==> src/rtl/zmips_muldiv_ctrl.sv <==
// Multi-cycle MULTU/DIVU sequencer sharing the execute-stage ALU, one add/sub per cycle.
// Optional immediate divide-by-zero completion when ZMIPS_MULDIV_DIV0_EN is defined.
module zmips_muldiv_ctrl #(
  parameter int unsigned ZERO_SKIP = 1
) (
  input  logic        clk,
  input  logic        rst,
  input  logic        start,
  input  logic        op_div,
  input  logic [31:0] rs_val,
  input  logic [31:0] rt_val,
  output logic        busy,
  output logic        done,
  output logic [31:0] hi,
  output logic [31:0] lo,
  output logic        div0,
  output logic        alu_sel,
  output logic [31:0] alu_a,
  output logic [31:0] alu_b,
  output logic [3:0]  alu_op,
  output logic        alu_cin,
  output logic [4:0]  alu_shamt,
  input  logic [31:0] alu_y,
  input  logic        alu_cout
);

  typedef enum logic [1:0] {StIdle, StMul, StDiv, StDone} state_e;

  state_e      state_q, state_d;
  logic [4:0]  cnt_q, cnt_d;
  logic [31:0] hi_q, hi_d, lo_q, lo_d, opnd_q, opnd_d;
  logic        div0_q, div0_d;
  logic        accept, mul_zero;
  logic [31:0] div_p;

  assign busy      = (state_q == StMul) || (state_q == StDiv);
  assign done      = (state_q == StDone);
  assign alu_sel   = busy;
  assign alu_shamt = 5'd0;
  assign hi        = hi_q;
  assign lo        = lo_q;
  assign div0      = div0_q;

  assign accept   = start & ~busy;
  assign mul_zero = (ZERO_SKIP != 0) && ((rs_val == 32'd0) || (rt_val == 32'd0));
  // Restoring-division partial remainder: hi shifted left, next dividend bit from lo.
  assign div_p    = {hi_q[30:0], lo_q[31]};

  always_comb begin
    alu_a   = 32'd0;
    alu_b   = 32'd0;
    alu_op  = 4'h0;
    alu_cin = 1'b0;
    unique case (state_q)
      StMul: begin
        alu_a = hi_q;
        alu_b = opnd_q;
      end
      StDiv: begin
        alu_a   = div_p;
        alu_b   = opnd_q;
        alu_op  = 4'h1;
        alu_cin = 1'b1;
      end
      default: ;
    endcase
  end

  always_comb begin
    state_d = state_q;
    cnt_d   = cnt_q;
    hi_d    = hi_q;
    lo_d    = lo_q;
    opnd_d  = opnd_q;
    div0_d  = div0_q;
    unique case (state_q)
      StMul: begin
        if (lo_q[0]) {hi_d, lo_d} = {alu_cout, alu_y, lo_q[31:1]};
        else         {hi_d, lo_d} = {1'b0, hi_q, lo_q[31:1]};
        cnt_d = cnt_q + 5'd1;
        if (cnt_q == 5'd31) state_d = StDone;
      end
      StDiv: begin
        // hi[31] set means the shifted remainder exceeds 32 bits, so it always fits.
        if (hi_q[31] | alu_cout) begin
          hi_d = alu_y;
          lo_d = {lo_q[30:0], 1'b1};
        end else begin
          hi_d = div_p;
          lo_d = {lo_q[30:0], 1'b0};
        end
        cnt_d = cnt_q + 5'd1;
        if (cnt_q == 5'd31) state_d = StDone;
      end
      StDone:  state_d = StIdle;
      default: ;
    endcase

    if (accept) begin
      opnd_d = rt_val;
      cnt_d  = 5'd0;
      hi_d   = 32'd0;
      lo_d   = rs_val;
      div0_d = 1'b0;
      if (!op_div) begin
        if (mul_zero) begin
          lo_d    = 32'd0;
          state_d = StDone;
        end else begin
          state_d = StMul;
        end
      end else begin
        state_d = StDiv;
`ifdef ZMIPS_MULDIV_DIV0_EN
        if (rt_val == 32'd0) begin
          hi_d    = rs_val;
          lo_d    = 32'hFFFF_FFFF;
          div0_d  = 1'b1;
          state_d = StDone;
        end
`endif
      end
    end
  end

  always_ff @(posedge clk) begin
    if (rst) begin
      state_q <= StIdle;
      cnt_q   <= 5'd0;
      hi_q    <= 32'd0;
      lo_q    <= 32'd0;
      opnd_q  <= 32'd0;
      div0_q  <= 1'b0;
    end else begin
      state_q <= state_d;
      cnt_q   <= cnt_d;
      hi_q    <= hi_d;
      lo_q    <= lo_d;
      opnd_q  <= opnd_d;
      div0_q  <= div0_d;
    end
  end

endmodule

==> config.mk <==
export PLATFORM = sky130hd
export DESIGN_NAME = zmips_muldiv_ctrl
export DESIGN_NICKNAME = d
export VERILOG_FILES = /design/src/rtl/zmips_muldiv_ctrl.sv
export SDC_FILE = /design/constraint.sdc
export NUM_CORES = 1
export LEC_CHECK = 0
export CAP_MARGIN = 10
export CORE_ASPECT_RATIO = 0.5
export CORE_MARGIN = 2
export CORE_UTILIZATION = 35
export CTS_CLUSTER_SIZE = 10
export DETAILED_ROUTE_END_ITERATION = 8
export HOLD_SLACK_MARGIN = 0.03
export PLACE_DENSITY = 0.67
export SLEW_MARGIN = 25
export SYNTH_ARGS = -nofsm -noshare
export SYNTH_HDL_FRONTEND = slang
export SYNTH_SLANG_ARGS = --single-unit
==> constraint.sdc <==
create_clock -name clk -period 3.7 [get_ports clk]
set_input_delay 0.37 -clock clk [delete_from_list [all_inputs] [get_ports clk]]
set_output_delay 0.37 -clock clk [all_outputs]
set_load 0.005 [all_outputs]
==> impl_metrics.yaml <==
detailed_routing:
  drcViolationCount: 0
  first_iter_violations: 598
  wl_per_cell_um: 16.7
  num_vias: 7411
  ant_nets: 0
  wl_met2_um: 10500
  routed.top_layer: "met4"
  wl_met3_um: 1210
  via_per_inst: 5.53
  drt-total-wl_um: 22400
  dr.pass1.iters: 5
  m1WireLength_um: 10200
clocking:
  cts.sinks: 103
  post_cts_buffers: 0
  clkLatencyLatePin_ps: 350
  cts.clk_slew.worst_paths_ps: 80
  root_buffer: "clkbuf_16"
  cts_hold_buf: 0
  post_cts_resize_count: 0
  cts_buffer_depth: 2
  cts_tree: "built"
  cts-htree-levels: 3
  cts_buffers: 9
pwr:
  ir_worst_vdd_mv: 0.434
  p_seq_frac: 0.291
  intPower_mw: 3.71
  p_switching_mw: 3.02
  power_density_mw_per_mm2: 726
  leakage_nw: 3.15
  pwr-share-clk: 0.143
  p_total_mw: 6.73
  power_frac_comb: 0.566
  switching_share: 0.449
cells_and_area:
  mostFrequentLayoutCells: "clkdlybuf4s50_1 (232), nand2_1 (134), dfxtp_1 (102)"
  drive_above_1_share: 0.0416
  regArea_mm2: 0.00206
  nets: 1184
  diodes: 0
  nFillCells: 1785
  syn2layout_area_growth_pct: 40.4
  final_common_cell: "clkdlybuf4s50_1"
  multi_input_comb_area_mm2: 0.00409
logic_synthesis:
  avgSynthCellArea_um2: 7.23
  ys_ff_latch: 103
  yosysSeqAreaShare: 0.312
  synth.area.top_cells: "dfxtp_1 (31%), nand2_1 (7.6%), a211oi_1 (7.2%), nor2b_1 (5.9%), a21oi_1 (4.9%)"
  syn-instance-count: 914
  yosys.area.top_type: "dfxtp_1"
  netlist_area_mm2: 0.00660
  yosys_warnings: 0
  ys_types: 37
  netlist.area_leader.share: 0.312
timing:
  skew_ps: 8.62
  slew_headroom: 0.496
  min_period_ps: 2770
  worst_pin_slew_ps: 755
  grt_setup_unrepaired: "false"
  setup_viol: 0
  slew_violations: 0
  fin_ws_ps: 932
  hold_viol_final: 0
  fmax_mhz: 361
  fin_setup_tns_ps: 0
  fin_crit_sh: 0.748
floorplanning:
  fp.coreArea_mm2: 0.0184
  start_util: 0.358
  top_level_ports: 243
  die_y_um: 101
  dieWidth_um: 198
  dieArea_mm2: 0.0201
  num_rows: 35
place:
  post-dp-hpwl_um: 15200
  portBuffers: 233
  gp_congestion: 0.829
  dpl_worst_slack_ps: 1190
worst_setup_path:
  arrival_ps: 2400
  required_ps: 3330
  end_kind: "output pin"
  path_class: "register to output pin"
  start_kind: "register"
  path_max_fanout: 39
global_route:
  grt-ovfl-total: 0
  antenna_found_initial: 0
  grt_pass1_wl_um: 35700
  grt_max_degree: 82
  grt_pass1_vias: 6875
  grt_util_all_layers: 0.216
status:
  status: "completed"
flow_run:
  max_cap_viol_count: 0
hold_path:
  hp-class: "register to register"
-- final timing paths --
check,from,endpoint,slack [ps],cells past startpoint
setup reg to reg,state_q[0],lo[25],1210,7
hold reg to reg,opnd_q[2],opnd_q[2],450,2
setup / recovery,state_q[0],alu_a[5],930,5
hold / removal,opnd_q[2],opnd_q[2],450,2
-- power by group through the flow --
stage	logic (mW)	clock network (mW)	registers, mW
3_3_place_gp	3.74	0	1.96
5_1_grt	4.23	1.03	2.02
4_1_cts	3.81	0.993	1.95
6_report	3.81	0.966	1.96
3_5_place_dp	3.79	0	1.97
2_1_floorplan	2.51	0	1.80
-- layer usage --
metal	vias up	track usage
li1	3619	-
met1	3533	0.296
met2	223	0.355
met3	36	0.0380
met4	0	0.0549
met5	-	0
-- Yosys cell counts --
library cell and count:
nand2_1 134, dfxtp_1 103, nor2_1 73, a21oi_1 64, a211oi_1 63, nor2b_1 62
clkbuf_1 59, o21ai_0 35, and3_1 33, a22oi_1 32, and2_1 32, a311o_1 31
nand3_1 31, o221ai_1 31, o21ai_1 30, buf_2 23, nor4_1 16, buf_1 12
buf_4 12, ha_1 6, inv_1 5, nand4_1 5, mux2i_1 3, nand2b_1 3
a221oi_1 2, buf_6 2, xor2_1 2, clkbuf_2 1, conb_1 1, mux2_2 1
nor3_1 1, nor3b_1 1, o21a_1 1, o22ai_1 1, o311a_1 1, or3_1 1
xnor2_1 1
-- cells by family (layout without fill, tap and decap cells) --
group	Yosys count	count (layout)	share of synthesized area
buffers and inverters	114	274	0.0784
xor gates and xnor gates	3	3	0.00398
AOI/OAI and AO/OA	291	291	0.300
muxes	4	4	0.00625
and+or+nand+nor	392	392	0.287
other	1	9	0.000568
DFF	103	103	0.312
adders and majority gates	6	6	0.0114
-- stage by stage --
stage	hold slack, ps	std cells	area [um2]	util
after CTS	456	1341	9280	0.503
after detailed placement	445	1325	8970	0.487
after global placement	438	1325	8970	0.487
final	452	1341	9270	0.503
after global routing	480	1341	9270	0.503
after floorplan	432	922	6630	-
-- area by class of cell --
class | count | share of cell area
flip-flops and latches | 103 | 0.223
inverters | 5 | 0.00202
repair buffers | 253 | 0.267
clock buffers | 9 | 0.0243
well taps | 259 | 0.0350
multi-input cells | 705 | 0.441
clock inverters | 7 | 0.00837
-- flip-flops by register name (all words and copies together) (netlist names) --
signal   count
cnt_q        5
hi          32
lo          32
opnd_q      32
state_q      2
-- worst max-delay path: stages, from the launching register on --
cell,delay (ps)
dfxtp_1,370
inv_1,110
ha_1,390
inv_2,510
nor2_1,140
clkdlybuf4s50_1,520
(Power assumes the default switching activity.)
